**src/rtl/time_set_controller.sv**
```systemverilog
// ---------------------------------------------------------------------------
// time_set_controller
//
// Button-driven editor for a 12-hour clock's set-time port. A mode press in
// IDLE captures the clock's current time. The user then walks through the
// hour, minute and AM/PM fields, incrementing each one with inc presses. A
// final mode press issues a one-cycle write strobe that carries the edited
// values. A cancel press or an inactivity timeout abandons the edit without
// issuing a strobe.
//
// Optional feature: define AUTO_REPEAT_EN to make a held inc button
// auto-repeat in the hour and minute fields.
//
// Parameters:
//   TIMEOUT       idle cycles in an edit field before automatic abort (>= 1)
//   REPEAT_DELAY  held cycles after the press edge before auto-repeat starts
//   REPEAT_RATE   cycles between auto-repeat increments (>= 1)
//
// Ports:
//   Clk_1sec       system clock, all logic on the rising edge
//   reset_in       synchronous active-high reset
//   mode_btn_in    enter edit / advance field
//   inc_btn_in     increment the current field
//   cancel_btn_in  abort the edit without writing
//   cur_hour_in    clock's current hour (1..12)
//   cur_minute_in  clock's current minute (0..59)
//   cur_ampm_in    clock's current AM/PM (0 = AM, 1 = PM)
//   set_time_out   one-cycle write strobe
//   set_hour_out   edited hour
//   set_minute_out edited minute
//   set_ampm_out   edited AM/PM
//   editing_out    high while an edit field is selected
//   field_sel_out  0 none, 1 hour, 2 minute, 3 AM/PM
// ---------------------------------------------------------------------------
module time_set_controller #(
    parameter int unsigned TIMEOUT      = 30,
    parameter int unsigned REPEAT_DELAY = 3,
    parameter int unsigned REPEAT_RATE  = 1
) (
    input  logic       Clk_1sec,
    input  logic       reset_in,
    input  logic       mode_btn_in,
    input  logic       inc_btn_in,
    input  logic       cancel_btn_in,
    input  logic [3:0] cur_hour_in,
    input  logic [5:0] cur_minute_in,
    input  logic       cur_ampm_in,
    output logic       set_time_out,
    output logic [3:0] set_hour_out,
    output logic [5:0] set_minute_out,
    output logic       set_ampm_out,
    output logic       editing_out,
    output logic [1:0] field_sel_out
);

    typedef enum logic [2:0] {
        S_IDLE,
        S_HOUR,
        S_MIN,
        S_AMPM,
        S_COMMIT
    } state_e;

    localparam int unsigned TO_W = $clog2(TIMEOUT + 2);

    state_e          state_q, state_d;
    logic [3:0]      hour_q, hour_d;
    logic [5:0]      min_q, min_d;
    logic            ampm_q, ampm_d;
    logic [TO_W-1:0] to_q, to_d;
    logic            strobe_q, editing_q;
    logic [1:0]      field_q, field_d;
    logic            mode_hist_q, inc_hist_q, cancel_hist_q;
    logic            mode_press, inc_press, cancel_press;
    logic            rep_fire;

    // A press is the first cycle a button samples high; the history register
    // holds the previous sample.
    assign mode_press   = mode_btn_in & ~mode_hist_q;
    assign inc_press    = inc_btn_in & ~inc_hist_q;
    assign cancel_press = cancel_btn_in & ~cancel_hist_q;

`ifdef AUTO_REPEAT_EN
    localparam int unsigned RP_MAX = REPEAT_DELAY + REPEAT_RATE;
    localparam int unsigned RP_W   = $clog2(RP_MAX + 1);

    logic [RP_W-1:0] rep_q, rep_d;

    // rep_q counts held cycles since the press edge. Once it reaches
    // DELAY+RATE it fires and falls back to DELAY, so later repeats land
    // every RATE cycles. A mode or cancel press restarts the count.
    always_comb begin
        rep_d    = '0;
        rep_fire = 1'b0;
        if (inc_btn_in && inc_hist_q && !mode_press && !cancel_press &&
            (state_q == S_HOUR || state_q == S_MIN)) begin
            if (rep_q == RP_W'(RP_MAX - 1)) begin
                rep_fire = 1'b1;
                rep_d    = RP_W'(REPEAT_DELAY);
            end else begin
                rep_d = rep_q + 1'b1;
            end
        end
    end

    always_ff @(posedge Clk_1sec) begin
        if (reset_in) rep_q <= '0;
        else          rep_q <= rep_d;
    end
`else
    assign rep_fire = 1'b0;
`endif

    always_comb begin
        state_d = state_q;
        hour_d  = hour_q;
        min_d   = min_q;
        ampm_d  = ampm_q;
        to_d    = '0;
        field_d = 2'd0;

        unique case (state_q)
            S_IDLE: begin
                if (mode_press) begin
                    state_d = S_HOUR;
                    hour_d  = (cur_hour_in == 4'd0 || cur_hour_in > 4'd12) ? 4'd12 : cur_hour_in;
                    min_d   = (cur_minute_in > 6'd59) ? 6'd0 : cur_minute_in;
                    ampm_d  = cur_ampm_in;
                end
            end
            S_HOUR, S_MIN, S_AMPM: begin
                if (cancel_press) begin
                    state_d = S_IDLE;
                end else if (mode_press) begin
                    case (state_q)
                        S_HOUR:  state_d = S_MIN;
                        S_MIN:   state_d = S_AMPM;
                        default: state_d = S_COMMIT;
                    endcase
                end else if (inc_press || rep_fire) begin
                    case (state_q)
                        S_HOUR:  hour_d = (hour_q == 4'd12) ? 4'd1 : hour_q + 4'd1;
                        S_MIN:   min_d  = (min_q == 6'd59) ? 6'd0 : min_q + 6'd1;
                        default: ampm_d = ~ampm_q;
                    endcase
                end else if (to_q >= TO_W'(TIMEOUT - 1)) begin
                    state_d = S_IDLE;
                end else begin
                    to_d = to_q + 1'b1;
                end
            end
            default: state_d = S_IDLE;
        endcase

        case (state_d)
            S_HOUR:  field_d = 2'd1;
            S_MIN:   field_d = 2'd2;
            S_AMPM:  field_d = 2'd3;
            default: field_d = 2'd0;
        endcase
    end

    always_ff @(posedge Clk_1sec) begin
        if (reset_in) begin
            state_q       <= S_IDLE;
            hour_q        <= 4'd12;
            min_q         <= '0;
            ampm_q        <= 1'b0;
            to_q          <= '0;
            strobe_q      <= 1'b0;
            editing_q     <= 1'b0;
            field_q       <= 2'd0;
            mode_hist_q   <= 1'b0;
            inc_hist_q    <= 1'b0;
            cancel_hist_q <= 1'b0;
        end else begin
            state_q       <= state_d;
            hour_q        <= hour_d;
            min_q         <= min_d;
            ampm_q        <= ampm_d;
            to_q          <= to_d;
            strobe_q      <= (state_d == S_COMMIT);
            editing_q     <= (field_d != 2'd0);
            field_q       <= field_d;
            mode_hist_q   <= mode_btn_in;
            inc_hist_q    <= inc_btn_in;
            cancel_hist_q <= cancel_btn_in;
        end
    end

    assign set_time_out   = strobe_q;
    assign set_hour_out   = hour_q;
    assign set_minute_out = min_q;
    assign set_ampm_out   = ampm_q;
    assign editing_out    = editing_q;
    assign field_sel_out  = field_q;

endmodule
```
**config.mk**
```make
export PLATFORM = sky130hd
export DESIGN_NAME = time_set_controller
export DESIGN_NICKNAME = d
export VERILOG_FILES = /design/src/rtl/time_set_controller.sv
export SDC_FILE = /design/constraint.sdc
export NUM_CORES = 1
export LEC_CHECK = 0
export CORE_MARGIN = 2
export CORE_UTILIZATION = 44
export CTS_BUF_LIST = sky130_fd_sc_hd__clkbuf_4
export DETAILED_ROUTE_END_ITERATION = 16
export PLACE_DENSITY = 0.71
export SYNTH_ARGS = -nofsm -noshare
export SYNTH_HDL_FRONTEND = slang
export SYNTH_SLANG_ARGS = --single-unit
```
**constraint.sdc**
```tcl
create_clock -name Clk_1sec -period 3.4 [get_ports Clk_1sec]
set_clock_uncertainty 0.1 [all_clocks]
set_input_delay 0.85 -clock Clk_1sec [delete_from_list [all_inputs] [get_ports Clk_1sec]]
set_output_delay 0.85 -clock Clk_1sec [all_outputs]
set_load 0.005 [all_outputs]
```
* After elaboration in Yosys (flattened, before gate mapping)
Cells that the tools add are included.
Storage, ports and cells: register bits 26, logic and storage cells 82
Operators by class: add/subtract/negate cells 3, magnitude comparators 3, eq/ne operators 16, muxes and demuxes 30, bitwise operators 8, reductions and logical operators 11
Operators with widths (count):
- $mux 6 | 7
- $mux 4 | 7
- $reduce_and 6->1 | 3
- $mux 3 | 5
- $ne 2x2->1 const B | 7
- $eq 3x2->1 const B | 4
- $pmux 3 s2 | 2
- $pmux 6 s2 | 1
- $pmux 4 s2 | 1
- $add 6x1->6 const B | 1
- $eq 3x1->1 const B | 2
- $eq 6x6->1 const B | 1
- $gt 6x6->1 const B | 1
- $pmux 2 s3 | 1
- $reduce_or 6->1 | 1
- $add 5x1->5 const B | 1
- $ge 5x5->1 const B | 1
- $mux 1 | 5
- $not 1->1 | 5
- $add 4x1->4 const B | 1
- $eq 4x4->1 const B | 1
- $gt 4x4->1 const B | 1
- $logic_not 4->1 | 1
- $reduce_bool 2->1 | 2
- other kinds (7) | 9

* Logic depth before layout (Yosys ltp)
word-level depth 9, depth in mapped cells 6

* Least setup slack after synthesis
OpenSTA, ideal clock, no wires.
path kind in2reg, start point input port cancel_btn_in, end point register to_q[2], arrival time 2.036 ns, slack 1.201 ns, cell stages on the path 5, path buffers 1, path through nor2b_4 > buf_6 > or4_1 > or3_4 > nor2_2
On the way: longest elaborated chain between the ends 2
RTL lines:
- from (decl) | line 44 | input logic cancel_btn_in,
- $and 1x1->1 | line 81 | assign cancel_press = cancel_btn_in & ~cancel_hist_q;
- $reduce_or 6->1 (no source line)
- to (signal assigned) | line 181 | to_q <= to_d;
- to (decl) | line 70 | logic [TO_W-1:0] to_q, to_d;
No other way between the ends. A chain may end at the register's enable or synchronous reset.

* Worst setup path after layout
start point input port mode_btn_in, end point register min_q[3] (netlist: set_minute_out[3])
On the way: longest elaborated chain between the ends 3
RTL lines:
- from (decl) | line 42 | input logic mode_btn_in,
- $and 1x1->1 (*) | line 79 | assign mode_press = mode_btn_in & ~mode_hist_q;
- $ne 2x2->1 (no source line)
- $reduce_and 6->1 (no source line) (*)
- to (signal assigned) | line 179 | min_q <= min_d;
- to (decl) | line 68 | logic [5:0] min_q, min_d;
Mark *: on every way between the ends. The rest lies on a longest branch, timed or not.

==> run metrics <==
nets between 200 and 250; post-place setup slack between 600 and 700 ps; num rows 20; relative slew slack 64.7%; Arr. time, crit path ~2600 ps; DRC viols 0; crit start category primary input; critical path class in2reg; setup_tns 0 ps; Synth area leaders dfxtp_1 (36%), a21oi_1 (4.5%), ha_1 (4.3%); unrepaired setup endpoints after global routing no; LEAKAGE 0.000648 uW; HPWL after DPL around 2500 um; most frequent cell after synthesis dfxtp_1; worst hold path type reg2reg; Post-synth EDFFs 0; hold violation total from the final report 0; Post-Syn Nets 186; Vias 1365; Layout Area Growth over Synthesis 24.7%; Sequential Area around 520 um^2; share of layout cells above drive strength 1 under 10%; Mapped Avg Cell Area approximately 8.7 um^2; area share of the largest cell type after synthesis between 30 and 40%; CTS tree done; placed instance count 234; CTS root buf clkbuf_4; crit path time final around 2400 ps; dominant synthesized flop cell dfxtp_1; Syn. warnings 0; endpoints failing setup 0; drt wl/cell 14.1 um; Via-to-Cell Ratio 5.74; initial antenna violation count 0; post-cts sizing count 0; die span in y 61.2 um; final WL 3350 um; clock transition at the registers of the reported paths 140 ps; vias in the first global route 1300; post-synth cell types 53; TritonCTS Buffers 3; FF+latch count, synth 26; Filler cells 296; synthesized area 1440 um^2; Core Area 3080 um^2; post-CTS setup buffer count 0; pwr/cell area 352 nW/um^2; Crit path required time 3570 ps; Worst setup EP type flip-flop; die area between 3000 and 4000 um^2; final std cell area, no fill 1790 um^2; Chip Width 61.2 um; Initial Utilization 46.7%; worst-path maximum fanout 7; largest net degree at the start of global routing 15; worst IR drop on VDD 130 uV; clk buf depth 2; Final ANT Viol Nets 0; later-pin clock latency in the skew report 320 ps; Hold Buf Count CTS 0; register area share after synthesis 36.2%; Async SR Flop Fraction 0%; Detailed Routing Iterations Pass 1 4; Slew Viols, Final 0; run status finished clean; synth cell count leaders dfxtp_1 (26), a21oi_1 (13), nor3_1 (9), nor2_1 (8); setup ws final 954 ps; # diodes 0; grt ovf 0; Iter 0 DRT Violations 32; fmax between 400 and 500 MHz; Hold Slack 413 ps; gpl congestion 0.806; cell count after synthesis 165; total of max-cap violations 0; port buffer count 30; measured slew at the worst slew-check pin roughly 520 ps; first-pass GRT wire length 5560 um; # IOs 31; Sink Count 26; crit share post-route 71.9%; H-tree Lvls 1; Finished Layout Cells between 200 and 250; Placed Area around 1800 um^2; dominant cell type by area after synthesis dfxtp_1; GRT Util Overall 19.6%; multi-input logic area 858 um^2
-- metrics by stage --
stage | util (%) | total power [uW]
CTS | 58.3 | 635
finish | 58.3 | 632
global route | 58.3 | 671
global placement | 57.4 | 499
floorplan | - | 434
detailed placement | 57.4 | 503
-- worst max-delay path: stages --
cell	delay [ps]
clkdlybuf4s50_1	460
nor2b_1	220
o31ai_2	490
and2_0	360
a32o_1	220
-- registers in the layout (all words and copies together) (netlist names) --
register        flops
state_q             3
field_sel_out       2
editing_out         1
to_q                5
set_minute_out      6
cancel_hist_q       1
inc_hist_q          1
set_hour_out        4
set_ampm_out        1
mode_hist_q         1
set_time_out        1
-- report_power, final --
| part | internal, uW | leakage [uW] | switching (uW) |
|---|---|---|---|
| clock network | 43.0 | 0.0000154 | 91.5 |
| logic | 81.7 | 0.000419 | 68.7 |
| registers | 322 | 0.000213 | 24.3 |
-- cells by family after synthesis --
kind of cell               Yosys count  synth area share (%)
buffers and inverters               13                  4.17
AOI/OAI and AO/OA                   55                  27.4
adders and majority gates            5                  4.35
and+or+nand+nor                     63                  26.1
xor gates and xnor gates             3                  1.83
DFF                                 26                  36.2
-- worst paths after layout --
path,from,to,slack (ps),cells after the start
setup / recovery,mode_btn_in,set_minute_out[3]$_SDFFE_PP0P_,950,5
hold / removal,to_q[0]$_SDFF_PP0_,to_q[0]$_SDFF_PP0_,410,1
setup reg to reg,state_q[0]$_SDFF_PP0_,set_hour_out[2]$_SDFFE_PP1P_,1480,4
hold reg to reg,to_q[0]$_SDFF_PP0_,to_q[0]$_SDFF_PP0_,410,1
-- final cells by class --
| type | count | area share [%] |
|---|---|---|
| multi-input combinational | 126 | 47.8 |
| sequential | 26 | 29.0 |
| timing repair buffer | 31 | 17.2 |
| tap | 44 | 3.07 |
| inverter | 7 | 1.46 |
| clock buffer | 3 | 1.26 |
| clock inverter | 1 | 0.209 |
-- cell usage in the layout (no fill, tap or decap), types with 2 or more instances in the layout --
master / count
nor3b_1: 2
o21ai_0: 7
or2_2: 3
a32o_1: 2
a21o_1: 2
nor2_1: 8
nand3_1: 6
a31oi_1: 3
or4_1: 2
a21oi_1: 13
ha_1: 5
o211ai_1: 3
nor4_1: 2
and3_1: 2
a311oi_1: 2
nor2b_1: 7
clkbuf_4: 3
o31ai_1: 2
nor2_2: 5
inv_1: 7
a211oi_1: 5
clkdlybuf4s50_1: 30
nand2_1: 6
nor3_1: 9
dfxtp_1: 26
xor2_1: 2
a22oi_1: 2
and4b_1: 2
-- routing by layer --
layer | wire length (um) | share of wire, % | GRT usage, % | vias up
met1 | 1540 | 46 | 25.2 | 635
met5 | 0 | 0 | 0 | -
li1 | - | - | - | 682
met2 | 1610 | 48 | 32.5 | 44
met3 | 169 | 5.0 | 3.36 | 4
met4 | 28 | 0.84 | 7.76 | 0
(Power assumes the default switching activity.)
